<file path="src/rtl/fa_bist_pkg.sv">
// Shared types and full-adder reference functions for the full-adder BIST sequencer.
package fa_bist_pkg;

  typedef enum logic [1:0] {
    ST_IDLE    = 2'd0,
    ST_SETTLE  = 2'd1,
    ST_CAPTURE = 2'd2,
    ST_DONE    = 2'd3
  } state_t;

  localparam int NUM_PATTERNS = 8;

  typedef struct packed {
    logic a;
    logic b;
    logic cin;
  } fa_in_t;

  // Pattern index bit 2 drives a, bit 1 drives b, bit 0 drives cin.
  function automatic fa_in_t pattern_decode(input logic [2:0] p);
    fa_in_t v;
    v.a   = p[2];
    v.b   = p[1];
    v.cin = p[0];
    return v;
  endfunction

  // Returns {sum, cout} of a fault-free full adder.
  function automatic logic [1:0] fa_golden(input fa_in_t v);
    logic sum;
    logic cout;
    sum  = v.a ^ v.b ^ v.cin;
    cout = (v.a & v.b) | (v.a & v.cin) | (v.b & v.cin);
    return {sum, cout};
  endfunction

endpackage

</file>
<file path="src/rtl/fa_bist_resp_cmp.sv">
// Response checker: compares a captured CUT response with the golden full adder
// and accumulates the per-pattern fail map, saturating error count and first failure.
module fa_bist_resp_cmp
  import fa_bist_pkg::*;
#(
  parameter int ERR_W = 8
) (
  input  logic             clk,
  input  logic             rst,
  input  logic             cap,
  input  logic             clr,
  input  logic [2:0]       p,
  input  logic             cut_sum,
  input  logic             cut_cout,
  output logic [7:0]       fail_map,
  output logic [ERR_W-1:0] err_count,
  output logic             first_fail_valid,
  output logic [2:0]       first_fail_idx
);

  logic [1:0] golden;
  logic       mismatch;

  function automatic logic [ERR_W-1:0] sat_inc(input logic [ERR_W-1:0] v);
    return (&v) ? v : v + ERR_W'(1);
  endfunction

  always_comb begin
    golden   = fa_golden(pattern_decode(p));
    mismatch = ({cut_sum, cut_cout} != golden);
  end

  always_ff @(posedge clk) begin
    if (rst || clr) begin
      fail_map         <= '0;
      err_count        <= '0;
      first_fail_valid <= 1'b0;
      first_fail_idx   <= '0;
    end else if (cap && mismatch) begin
      fail_map[p] <= 1'b1;
      err_count   <= sat_inc(err_count);
      if (!first_fail_valid) begin
        first_fail_valid <= 1'b1;
        first_fail_idx   <= p;
      end
    end
  end

endmodule

</file>
<file path="src/rtl/fa_bist_ctrl.sv">
// BIST sequencer for a 1-bit full-adder cell: sweeps all 8 input patterns,
// waits a settle time per pattern and hands each response to the checker.
module fa_bist_ctrl
  import fa_bist_pkg::*;
#(
  parameter int SETTLE_CYCLES = 1,
  parameter int NUM_PASSES    = 1,
  parameter int ERR_W         = 8
) (
  input  logic             clk,
  input  logic             rst,
  input  logic             start,
  input  logic             abort,
  output logic             cut_a,
  output logic             cut_b,
  output logic             cut_cin,
  input  logic             cut_sum,
  input  logic             cut_cout,
  output logic             busy,
  output logic             done,
  output logic             pass_ok,
  output logic [7:0]       fail_map,
  output logic [ERR_W-1:0] err_count,
  output logic             first_fail_valid,
  output logic [2:0]       first_fail_idx
);

  localparam int SET_W  = $clog2(SETTLE_CYCLES + 1);
  localparam int PASS_W = (NUM_PASSES > 1) ? $clog2(NUM_PASSES) : 1;

  state_t            state_q, state_d;
  logic [2:0]        p_q;
  logic [PASS_W-1:0] pass_q;
  logic [SET_W-1:0]  settle_q;
  fa_in_t            cut_q, cut_d;
  logic              busy_q, busy_d;
  logic              done_q, done_d;
  logic              pass_ok_q, pass_ok_d;
  logic              load_run, cap, advance, last;

  assign last = (p_q == 3'(NUM_PATTERNS - 1)) && (pass_q == PASS_W'(NUM_PASSES - 1));

  always_ff @(posedge clk) begin
    if (rst) state_q <= ST_IDLE;
    else     state_q <= state_d;
  end

  always_comb begin
    state_d = state_q;
    case (state_q)
      ST_IDLE:    if (start) state_d = ST_SETTLE;
      ST_SETTLE:  if (settle_q == SET_W'(1)) state_d = ST_CAPTURE;
      ST_CAPTURE: state_d = last ? ST_DONE : ST_SETTLE;
      ST_DONE:    state_d = ST_IDLE;
      default:    state_d = ST_IDLE;
    endcase
    if (abort) state_d = ST_IDLE;
  end

  // Abort overrides everything: CUT inputs drop to zero, pass_ok clears, results stay put.
  always_comb begin
    load_run  = (state_q == ST_IDLE) && start && !abort;
    cap       = (state_q == ST_CAPTURE) && !abort;
    advance   = cap && !last;
    busy_d    = (state_d == ST_SETTLE) || (state_d == ST_CAPTURE);
    done_d    = (state_q == ST_DONE) && !abort;
    pass_ok_d = pass_ok_q;
    cut_d     = cut_q;
    if (abort) begin
      pass_ok_d = 1'b0;
      cut_d     = '0;
    end else if (load_run) begin
      pass_ok_d = 1'b0;
      cut_d     = pattern_decode(3'd0);
    end else if (advance) begin
      cut_d = pattern_decode(p_q + 3'd1);
    end else if (state_q == ST_DONE) begin
      pass_ok_d = (err_count == '0);
    end
  end

  always_ff @(posedge clk) begin
    if (rst) begin
      p_q       <= '0;
      pass_q    <= '0;
      settle_q  <= '0;
      cut_q     <= '0;
      busy_q    <= 1'b0;
      done_q    <= 1'b0;
      pass_ok_q <= 1'b0;
    end else begin
      cut_q     <= cut_d;
      busy_q    <= busy_d;
      done_q    <= done_d;
      pass_ok_q <= pass_ok_d;
      if (load_run) begin
        p_q      <= '0;
        pass_q   <= '0;
        settle_q <= SET_W'(SETTLE_CYCLES);
      end else if (advance) begin
        p_q      <= p_q + 3'd1;
        settle_q <= SET_W'(SETTLE_CYCLES);
        if (p_q == 3'(NUM_PATTERNS - 1)) pass_q <= pass_q + PASS_W'(1);
      end else if ((state_q == ST_SETTLE) && !abort) begin
        settle_q <= settle_q - SET_W'(1);
      end
    end
  end

  assign cut_a   = cut_q.a;
  assign cut_b   = cut_q.b;
  assign cut_cin = cut_q.cin;
  assign busy    = busy_q;
  assign done    = done_q;
  assign pass_ok = pass_ok_q;

  fa_bist_resp_cmp #(
    .ERR_W(ERR_W)
  ) u_resp_cmp (
    .clk              (clk),
    .rst              (rst),
    .cap              (cap),
    .clr              (load_run),
    .p                (p_q),
    .cut_sum          (cut_sum),
    .cut_cout         (cut_cout),
    .fail_map         (fail_map),
    .err_count        (err_count),
    .first_fail_valid (first_fail_valid),
    .first_fail_idx   (first_fail_idx)
  );

endmodule
</file>
<file path="config.mk">
export PLATFORM = sky130hd
export DESIGN_NAME = fa_bist_ctrl
export DESIGN_NICKNAME = d
export VERILOG_FILES = /design/src/rtl/fa_bist_pkg.sv /design/src/rtl/fa_bist_resp_cmp.sv /design/src/rtl/fa_bist_ctrl.sv
export SDC_FILE = /design/constraint.sdc
export NUM_CORES = 1
export LEC_CHECK = 0
export ABC_AREA = 1
export BUFFER_PORTS_ARGS = -buffer_cell sky130_fd_sc_hd__buf_2
export CAP_MARGIN = 15
export CORE_MARGIN = 4
export CORE_UTILIZATION = 40
export DETAILED_ROUTE_END_ITERATION = 16
export GPL_TIMING_DRIVEN = 0
export PLACE_DENSITY = 0.62
export RECOVER_POWER = 100
export SYNTH_ARGS = -nofsm -noshare
export SYNTH_HDL_FRONTEND = slang
export SYNTH_HIERARCHICAL = 1
export SYNTH_SLANG_ARGS = --single-unit
</file>
<file path="constraint.sdc">
create_clock -name clk -period 1.9 [get_ports clk]
set_input_delay 0.38 -clock clk [delete_from_list [all_inputs] [get_ports clk]]
set_output_delay 0.38 -clock clk [all_outputs]
set_load 0.05 [all_outputs]
</file>
Yosys cells after proc, flatten, opt, wreduce, memory -nomap -nowiden
Index checks and enable logic that the tools add are counted.
Word-level totals
  flip-flop bits (word level): 33
  bits in latches: 0
  memory bits (writable): 0
  bits in read-only memories: 0
  input bits: 6
  output and inout port bits: 26
  word-level logic and storage cells: 72
  memories: 0
Operators by class
  add/subtract/negate cells: 4
  $mul: 0
  divide/modulo/power cells: 0
  magnitude comparators: 2
  eq/ne operators: 7
  shift-type cells: 0
  multiplexer cells: 10
  bitwise operators: 12
  reduce and logical (&&, ||, !) cells: 23
Operators by type and width (count)
  $logic_and 1x1->1: 9
  $add 8x1->8 const B: 1
  $logic_not 8->1: 1
  $mux 2: 4
  $or 8x8->8: 1
  $pmux 2 s4: 1
  $reduce_and 2->1: 4
  $reduce_and 8->1: 1
  $eq 2x2->1 const B: 3
  $eq 2x1->1 const B: 2
  $lt 3x4->1 const B: 1
  $mux 1: 4
  $not 1->1: 4
  $add 3x1->3 const B: 1
  $and 1x1->1: 3
  $demux 1 s3: 1
  $eq 3x3->1 const B: 1
  $ge 3x1->1 const B: 1
  $reduce_bool 3->1: 1
  $reduce_or 3->1: 1
  $logic_not 1->1: 2
  $logic_not 2->1: 1
  $logic_or 1x1->1: 2
  $ne 2x2->1: 1
  other kinds (5): 7

Depth between registers and ports, before layout
Gate-level depths: netlist of the first run.
  depth after elaboration: 7
  mapped depth: 11
  depth with buffers taken out: 10

Hierarchy
Netlist of the first run, hierarchy kept.
Modules (own cells, without submodules)
  fa_bist_resp_cmp: times used 1, cells an instance 149, area each 1083.5 µm²
  fa_bist_ctrl: times used 1, cells an instance 82, area each 584.3 µm²

Worst setup path after synthesis of the first run
Ideal clock, no wire load.
  kind: reg-to-reg
  start: register p_q[0]
  end: register u_resp_cmp.err_count[5]
  library setup time: 113 ps
  data arrival time: 1743 ps
  required time: 1787 ps
  path slack: 45 ps
  cell stages (with the launch flop): 11
  path through: dfxtp_1 inv_1 fa_1 inv_1 nand2_1 nand2_1 nand2_2 nand3_4 buf_8 nor2_1 nor2_2
Between the ends
  longest elaborated chain between the ends: 6
RTL lines
  start, declared: line fa_bist_ctrl.sv:32  | logic [2:0] p_q;
  start signal, assigned: line fa_bist_ctrl.sv:101  | p_q <= p_q + 3'd1;
  $and 1x1->1: line fa_bist_pkg.sv:33  | cout = (v.a & v.b) | (v.a & v.cin) | (v.b & v.cin);
  $or 1x1->1 (2 in series): line fa_bist_pkg.sv:33
  $ne 2x2->1 (*): line fa_bist_resp_cmp.sv:30  | mismatch = ({cut_sum, cut_cout} != golden);
  $logic_and 1x1->1 (*): line fa_bist_resp_cmp.sv:39  | end else if (cap && mismatch) begin
  $reduce_and 2->1 (no source line) (*)
  end signal, assigned: line fa_bist_resp_cmp.sv:41  | err_count <= sat_inc(err_count);
  end, declared: line fa_bist_resp_cmp.sv:16  | output logic [ERR_W-1:0] err_count,
Every way passes the cells marked *; elsewhere a longest branch is shown, timed or not.
A chain may end at the register's enable or synchronous reset.

Worst setup path in the final report of the first run
  start: register p_q[0]
  end: register u_resp_cmp.err_count[6]
Same word-level chain as after synthesis.

==> results of run 1 <==
[layout by cell type, fill, tap and decap left out]
cell       n
buf_2     33
nand3_4    1
clkbuf_4   1
clkbuf_1   1
nand2_4    1
nand3_2    2
o21ai_2    1
buf_6      1
nand2_1   51
ha_1       7
fa_1       1
nor2_1    25
dfxtp_1   30
o211ai_1   1
nor3_1     4
nand3_1   12
inv_2      3
nor2_2    10
inv_1     36
clkbuf_8   5
a21oi_1   19
nand2_2    2
xor2_1     4
nand4_1   11
clkinv_2   2
dfxtp_4    3
nor2_4     1
buf_4      4
o21ai_0    2
[metal layers]
layer | vias up | GRT usage
li1 | 813 | -
met1 | 641 | 0.173
met2 | 23 | 0.211
met3 | 5 | 0.0427
met4 | 0 | 0.0553
met5 | - | 0
[stage by stage]
step	setup WS (ns)	setup TNS, ns
2_1_floorplan	0.0447	0
3_3_place_gp	-0.178	-2.16
3_5_place_dp	-0.194	-2.33
4_1_cts	0.0338	0
5_1_grt	0.0112	0
6_report	0.100	0
[path summary, 6_finish.rpt]
kind                        from                              endpoint  slack, ns  cells after the start
min                          rst                 state_q[1]$_SDFF_PP0_       0.37                      2
max reg2reg  p_q[0]$_SDFFE_PP0P_  u_resp_cmp/err_count[6]$_SDFFE_PP0P_       0.10                     10
max          p_q[0]$_SDFFE_PP0P_  u_resp_cmp/err_count[6]$_SDFFE_PP0P_       0.10                     10
min reg2reg  pass_q$_SDFFE_PP0P_                   pass_q$_SDFFE_PP0P_       0.44                      2
[area by class of cell]
type	count	area share
buffer	4	0.0143
tap	50	0.0311
clock buffer	6	0.0361
timing repair buffer	35	0.0921
sequential	33	0.334
clock inverter	2	0.00498
inverter	39	0.0728
multi-input combinational	155	0.414
[synthesized netlist by cell type (all sizes together)]
cell type	count
inv	39
nor2	36
o21ai	3
nand4	11
nor3	4
buf	4
ha	7
dfxtp	33
xor2	4
a21oi	19
nand2	54
fa	1
nand3	15
o211ai	1
[power by group]
group          total, mW  internal [mW]  switching [mW]  leakage [nW]
Combinational     0.0689         0.0215          0.0475         0.670
Clock              0.507          0.254           0.253        0.0450
Sequential         0.697          0.692         0.00477         0.269
[timing repair]
action,4_1_cts,5_1_grt
setup buffers,0,4
endpoints found under the setup margin,19,17
gates cloned,0,0
pin swaps,0,1
gates resized for setup,5,3
[worst max-delay path, delay by kind of cell (launching register included)]
family,cells,cell delay (ns)
adders and majority gates,1,0.55
buffers and inverters,3,0.27
DFF,1,0.38
and+or+nand+nor,6,0.49
[kinds of logic after synthesis]
kind of cell    count (synthesis)  share of synthesized area
simple gates                  120                      0.338
xor+xnor                        4                     0.0210
flops                          33                      0.396
buf+inv                        43                      0.107
compound gates                 23                     0.0728
fa+ha+maj                       8                     0.0645
[state kept, by name (all words and copies together), names as in the netlist]
name / flops
p_q: 3
cut_b: 1
done: 1
state_q: 2
u_resp_cmp/err_count: 8
cut_a: 1
u_resp_cmp/first_fail_idx: 3
busy: 1
cut_cin: 1
u_resp_cmp/first_fail_valid: 1
u_resp_cmp/fail_map: 8
pass_q: 1
settle_q: 1
pass_ok: 1
==> run summary, run 1 <==
Vias in the first global route = 1305
Crit path top cell by count = nand2_1
Worst hold path type = in2reg
Ranking of synthesized cells by area = dfxtp_1 (40%), nand2_1 (11%), inv_1 (8.3%)
Synth-to-layout area growth = 20.6%
Synth Area per Inst = 7.22 sq um
Slew of the pin with the lowest slew margin = 0.344 ns
Largest net degree at the start of global routing = 11
Pwr dens = 633 nW/um^2
Post-synth top area share = 0.396
H-tree Lvls = 2
Die Ht = 72.6 um
CTS tree = done
Max layer used = met4
Clock buffer depth = 2
Seq/Total Area, Yosys = 0.396
Met2 routed WL = 1.42 mm
Insertion delay to the later sink of the worst-skew pair = 0.29 ns
Placed inst area = 1890 sq um
Crit-path max FO = 10
Leakage = 0.984 nW
FMAX = 556 MHz
Post-layout util = 0.499
Crit. End Element = register
Post-DR vias/cell = 4.57
Total GRT Usage = 0.135
Wirelength per Cell = 10.3 um
Total power = 1.27 mW
Finished layout cell area = 2010 sq um
NumNets Final = 287
YS warnings = 6
Min Hold Slack = 0.366 ns
Area occupied by multi-input gates = 833 sq um
Post-synthesis instance area = 1670 sq um
Clock skew = 0.00748 ns
PortBufs = 31
Final Max Tran Viols = 0
Area of the die = 5270 sq um
Yosys reg bits = 33
Hold Violations, Final = 0
Final period util = 0.947
Worst EP required = 2.09 ns
Final setup fails = 0
RSZ-0062 raised after global routing = false
TritonCTS buffer count = 5
CP max stage delay = 0.55 ns
CP startpoint kind = register
Clock sinks = 33
Distinct cells, synth = 23
Pre-antenna DRT Iters = 4
Clock transition at path regs = 0.07 ns
Wire length on met3 = 160 um
Antenna violations before repair = 0
Worst setup path class = reg2reg
Post-route insts no fill = 324
Initial Utilization = 0.414
Crit-path cells = inv_2 -> fa_1 -> inv_1 -> nand2_1 -> nand2_1 -> nand2_4 -> nand3_4 -> buf_6 -> nor2_1 -> nor2_2
Post-DP HPWL = 2.44 mm
Grt ovf = 0
CP max stage cell = fa_1
Iter 0 DRT Violations = 85
DRT Wirelength = 3.34 mm
Gp weighted congestion = 0.835
Placed cell count = 312
Met1 Wirelength = 1.70 mm
Status = finished, final reports clean
Hold bufs inserted after CTS = 0
Post-synth top area cell = dfxtp_1
Post-Synthesis Net Count = 245
Arrival time worst endpoint = 1.99 ns
Root buffer cell = clkbuf_8
Syn Inst Count = 231
Via Count = 1482
Worst slew margin = 0.770
Layout cells sized above 1 = 0.255
Standard-cell rows = 23
Ant diodes = 0
Antenna-violating nets left = 0
Core region area = 4030 sq um
Global-route wire length before repair = 5.62 mm
Die W = 72.6 um
Max VDD drop = 0.305 mV
Fillers = 426
DR DRC count = 0
FF/Latch Area = 672 sq um
Max-Cap Viols = 0
Fin crit period = 1.80 ns
IO Count = 32
(Power assumes the default switching activity.)
==> run 2, diff against run 1 <==
--- a/config.mk
+++ b/config.mk
@@ -10,8 +10,8 @@
 export CAP_MARGIN = 15
 export CORE_MARGIN = 4
-export CORE_UTILIZATION = 40
+export CORE_UTILIZATION = 49
 export DETAILED_ROUTE_END_ITERATION = 16
 export GPL_TIMING_DRIVEN = 0
-export PLACE_DENSITY = 0.62
+export PLACE_DENSITY = 0.74
 export RECOVER_POWER = 100
 export SYNTH_ARGS = -nofsm -noshare
==> constraint.sdc (replaced) <==
create_clock -name clk -period 1.9 [get_ports clk]
set_input_delay 0.095 -clock clk [delete_from_list [all_inputs] [get_ports clk]]
set_output_delay 0.095 -clock clk [all_outputs]
set_load 0.05 [all_outputs]
==> run 2 against run 1 <==
Effect of this change: design area rose by 1.8%; final cell count did not move; combinational power rose by 3.3%; via count rose by 7.0%; power fell by 3.3%; clock power fell by 8.7%; critical path type unchanged.
==> run summary, run 2 (synthesis gave the netlist of run 1 again) <==
Vias in the first global route = 1379
Clock share of power = 0.376
Final WS setup = 0.0917 ns
Gate power share = 0.058
Area occupied by multi-input gates = 841 sq um
Die Ht = 66.3 um
Leakage = 0.912 nW
Worst setup path class = reg2reg
Gp weighted congestion = 0.828
Worst EP required = 2.20 ns
Wirelength per Cell = 10.9 um
Clock skew = 0.00644 ns
Origin of the worst setup path = p_q[2]$_SDFFE_PP0P_
Final setup fails = 0
Die W = 66.3 um
Ant diodes = 0
Iter 0 DRT Violations = 85
Max VDD drop = 0.362 mV
Clock sinks = 33
Setup TNS = 0 ns
Crit-path max FO = 5
TritonCTS buffer count = 5
RR Endpoint = u_resp_cmp/err_count[4]$_SDFFE_PP0P_
Worst Hold Launch = start
IO Count = 32
Area of the die = 4400 sq um
FMAX = 553 MHz
Sequential power share = 0.566
Core region area = 3150 sq um
Min Hold Slack = 0.0216 ns
Worst hold path type = in2reg
Insertion delay to the later sink of the worst-skew pair = 0.35 ns
RR Startpoint = p_q[2]$_SDFFE_PP0P_
CP startpoint kind = register
PortBufs = 31
Fillers = 307
H-tree Lvls = 2
Post-layout util = 0.649
Standard-cell rows = 20
DR DRC count = 0
Slew of the pin with the lowest slew margin = 0.600 ns
Net load switching power = 0.301 mW
Post-DP HPWL = 2.49 mm
Synth-to-layout area growth = 22.7%
Max-Cap Viols = 0
Total GRT Usage = 0.175
Crit. End Element = register
Most common library cell in the layout ignoring fill and taps = nand2_1
Layout cells sized above 1 = 0.207
Most frequent cells in the layout = nand2_1 (49), inv_1 (34), dfxtp_1 (30)
Final period util = 0.952
Initial Utilization = 0.529
Via Count = 1586
Arrival time worst endpoint = 2.11 ns
Post-DR vias/cell = 4.90
Worst reg2reg setup slack = 0.09 ns
RSZ-0062 raised after global routing = true
Antenna-violating nets left = 0
Clock buffer depth = 2
Worst-case reg-to-reg path depth = 11
Post-Place Worst Slack = -0.211 ns
Fin crit period = 1.81 ns
Largest net degree at the start of global routing = 11
Largest regs = u_resp_cmp/err_count (8), u_resp_cmp/fail_map (8)
Root buffer cell = clkbuf_4
Global-route wire length before repair = 5.84 mm
DRT Wirelength = 3.54 mm
Status = finished, final reports clean
CTS tree = done
Pre-antenna DRT Iters = 4
P_int = 0.929 mW
Final Max Tran Viols = 0
Sw Share = 0.245
Clock transition at path regs = 0.10 ns
Grt ovf = 0
Pwr dens = 601 nW/um^2
Crit path capture = u_resp_cmp/err_count[4]$_SDFFE_PP0P_
Hold Violations, Final = 0
NumNets Final = 293
Antenna violations before repair = 0
FF/Latch Area = 672 sq um
Worst slew margin = 0.602
[run 2: changes by cell type in the layout (fill, tap and decap cells not counted), moves of 2 or more]
cell | previous run | this run
nand2_1 | 51 | 49
clkbuf_8 | 5 | 2
clkbuf_4 | 1 | 5
buf_2 | 33 | 11
buf_4 | 4 | 6
inv_1 | 36 | 34
nor2_1 | 25 | 22
clkbuf_1 | 1 | 23
nand2_2 | 2 | 4
nor2_2 | 10 | 13
inv_4 | 0 | 2
dlygate4sd3_1 | 0 | 2
[run 2: critical path: stages, from the launching register on]
cell and delay [ns]:
dfxtp_4 0.38, inv_4 0.04, fa_1 0.54, inv_1 0.04
nand2_1 0.06, nand2_1 0.07, nand2_2 0.11, nand3_4 0.13
clkbuf_16 0.19, nand2_4 0.05, nand2_2 0.05, nor2_2 0.10
[run 2: what timing repair did]
item,CTS,global route
hold endpoints to repair,3,0
resized for setup,4,14
buffers inserted,1,6
hold buffers,2,0
pin swaps,0,6
endpoints found under the setup margin,19,16
cloned,0,1
[run 2: layout make-up]
class	count	area share
Buffer	4	0.0159
Tap cell	44	0.0269
Inverter	39	0.0740
Clock buffer	7	0.0318
Clock inverter	1	0.00244
Sequential cell	33	0.328
Timing Repair Buffer	41	0.110
Multi-Input combinational cell	155	0.411
[run 2: per-layer routing]
metal  track usage  up-vias  part of all wire
li1              -      828                 -
met1         0.204      705              0.45
met2         0.287       43              0.46
met3        0.0425       10             0.060
met4        0.0990        0             0.026
met5             0        -                 0
[run 2: worst min-delay path by stage]
stage	slack, ns	endpoint	cells after the start
5_1_grt	0.08	state_q[0]$_SDFF_PP0_	3
4_1_cts	0.03	state_q[0]$_SDFF_PP0_	3
3_3_place_gp	0.37	done$_SDFF_PP0_	2
6_report	0.02	state_q[0]$_SDFF_PP0_	3
3_5_place_dp	0.38	state_q[1]$_SDFF_PP0_	2
2_1_floorplan	0.16	state_q[1]$_SDFF_PP0_	1
[run 2: stage by stage]
stage | power [mW] | cells | area [sq um]
after floorplan | 0.762 | 231 | 1670
after global placement | 0.783 | 306 | 1880
after detailed placement | 0.784 | 306 | 1880
after CTS | 1.24 | 317 | 1980
after global routing | 1.28 | 324 | 2050
final | 1.23 | 324 | 2050
[run 2: power groups by stage]
stage	Sequential [mW]	Clock (mW)	Combinational, mW
floorplan	0.722	0	0.0403
global placement	0.717	0	0.0658
CTS	0.700	0.474	0.0705
finish	0.697	0.463	0.0712
global route	0.698	0.501	0.0809
detailed placement	0.717	0	0.0672
==> run 3, diff against run 2 <==
Settings changed: ABC_AREA 1 to not set, CORE_UTILIZATION 49 to 50, PLACE_DENSITY 0.74 to 0.73.
Clock period 1.9 ns to 2.3 ns, I/O delays scaled along.
==> run 3 against run 2 <==
Effect of this change: synthesized area fell by 8.4%; combinational power decreased by 24%; worst hold slack better by 0.031 ns; synthesized cell count fell by 23%; count of clock-buffer cells in the layout up 1; wire length fell by 2.3%; sequential share of layout area up 5.0 points; fmax fell by 16%; worst setup slack improved by 0.063 ns; highest routed layer unchanged.
==> run summary, run 3 <==
Status = finished, final reports clean
Synth-to-layout area growth = 15.1%
Via Count = 1426
XOR/XNOR share of the synthesized area = 0.0115
Total power = 0.927 mW
PortBufs = 31
Synth Area per Inst = 8.58 sq um
Iter 0 DRT Violations = 75
Post-synth top area share = 0.432
Max VDD drop = 0.399 mV
EDFF count, synth = 0
Global-route wire length before repair = 6.13 mm
Clock skew = 0.00543 ns
Gp weighted congestion = 0.833
Worst EP required = 2.52 ns
CTS tree = done
Die W = 63.3 um
Post-DP HPWL = 2.60 mm
Distinct cells, synth = 43
Most numerous cell in the Yosys netlist = dfxtp_1
Vias in the first global route = 1377
Hold Violations, Final = 0
Synth Flop Type = dfxtp_1
Largest regs = u_resp_cmp/err_count (8), u_resp_cmp/fail_map (8)
Most common library cell in the layout ignoring fill and taps = clkbuf_1
Ranking of synthesized cells by area = dfxtp_1 (43%), ha_1 (5.7%), a21oi_1 (4.9%)
Post-DR vias/cell = 5.77
Seq/Total Area, Yosys = 0.432
Initial Utilization = 0.540
FMAX = 466 MHz
NumNets Final = 229
Post-synthesis simple-gate area fraction = 0.243
Yosys reg bits = 33
Total GRT Usage = 0.190
Worst setup path class = reg2reg
Final period util = 0.933
Top cells by count, synth = dfxtp_1 (33), nor2_1 (20), a21oi_1 (15)
Post-synth top area cell = dfxtp_1
Antenna violations before repair = 0
Worst hold path type = in2reg
DR DRC count = 0
Antenna-violating nets left = 0
Die Ht = 63.3 um
Post-layout util = 0.621
Worst slew margin = 0.589
Largest family of logic cells by synthesized area = simple AND/OR/NAND/NOR gates
Setup TNS = 0 ns
Core region area = 2830 sq um
Arrival time worst endpoint = 2.36 ns
H-tree Lvls = 2
TritonCTS buffer count = 5
Post-route insts no fill = 247
Wirelength per Cell = 14.0 um
DRT Wirelength = 3.46 mm
Worst reg2reg setup slack = 0.16 ns
Largest net degree at the start of global routing = 11
Compound-cell area share of the yosys netlist = 0.190
Root buffer cell = clkbuf_4
YS warnings = 6
Final setup fails = 0
Placed cell count = 240
Slew of the pin with the lowest slew margin = 0.620 ns
Grt ovf = 0
Pre-antenna DRT Iters = 4
Hold bufs inserted after CTS = 0
Fin crit period = 2.14 ns
Syn Inst Count = 178
Standard-cell rows = 19
Fillers = 274
RSZ-0062 raised after global routing = false
Area of the die = 4000 sq um
Pwr dens = 527 nW/um^2
Synth async-reset ratio = 0
Post-Synthesis Net Count = 192
Clock sinks = 33
Ant diodes = 0
Clock transition at path regs = 0.09 ns
Multiplexer area fraction after synthesis = 0
Layout cells sized above 1 = 0.134
Clock buffer depth = 2
Leakage = 0.636 nW
Max-Cap Viols = 0
CP startpoint kind = register
Final Max Tran Viols = 0
Post-synthesis instance area = 1530 sq um
Crit. End Element = register
Adder-Cell Fraction of Synth Area = 0.0704
Final WS setup = 0.155 ns
Insertion delay to the later sink of the worst-skew pair = 0.32 ns
Most frequent cells in the layout = clkbuf_1 (32), dfxtp_1 (31), nor2_1 (20)
IO Count = 32
Crit-path max FO = 10
Post-Place Worst Slack = -0.0832 ns
## run 3: layout make-up
class                      instances  area (sq um)  share of cell area
buffer                             7          37.5              0.0214
clock buffer                       8          48.8              0.0278
inverter                           9          35.0              0.0199
multi-input combinational        128           810               0.460
sequential                        33           666               0.379
tap                               31          38.8              0.0221
timing repair buffer              31           123              0.0698
## run 3: what timing repair did
action,CTS,global route
resized for setup,1,8
endpoints found under the setup margin,13,12
buffers inserted,0,0
## run 3: metal layers
layer	share of wire	vias up	track usage
li1	-	713	-
met2	0.49	41	0.321
met3	0.053	5	0.0462
met4	0.012	0	0.0755
met5	0	-	0
met1	0.44	667	0.232
## run 3: final timing paths
| path | endpoint | depth (start not counted) | startpoint |
|---|---|---|---|
| hold / removal | busy$_SDFF_PP0_ | 2 | abort |
| setup / recovery | u_resp_cmp/fail_map[3]$_SDFFE_PP0P_ | 7 | p_q[0]$_SDFFE_PP0P_ |
| setup reg to reg | u_resp_cmp/fail_map[3]$_SDFFE_PP0P_ | 7 | p_q[0]$_SDFFE_PP0P_ |
| hold reg to reg | u_resp_cmp/first_fail_idx[1]$_SDFFE_PP0P_ | 2 | u_resp_cmp/first_fail_idx[1]$_SDFFE_PP0P_ |
## run 3: logic make-up after synthesis
| logic type | count (synthesis) |
|---|---|
| simple gates | 71 |
| fa+ha+maj | 8 |
| buf+inv | 17 |
| xor+xnor | 2 |
| compound gates | 47 |
| flops | 33 |
## run 3: metrics by stage
stage	hold WS [ns]	area [sq um]
detailed placement	0.393	1720
global placement	0.379	1720
global route	0.0413	1760
finish	0.0521	1760
floorplan	0.193	1530
CTS	0.0417	1770
## run 3: worst max-delay path, stage by stage (launching register included)
cell and delay (ns):
dfxtp_4 0.41, inv_1 0.12, fa_1 0.60, xor2_2 0.28, a21oi_2 0.14, clkbuf_2 0.22, a31oi_1 0.21, nor2_1 0.05
## run 3: report_power, final
group | leakage (nW) | switching [mW] | internal [mW]
Sequential | 0.268 | 0.00258 | 0.573
Clock | 0.0265 | 0.175 | 0.122
Combinational | 0.342 | 0.0359 | 0.0185
Total | 0.636 | 0.214 | 0.713
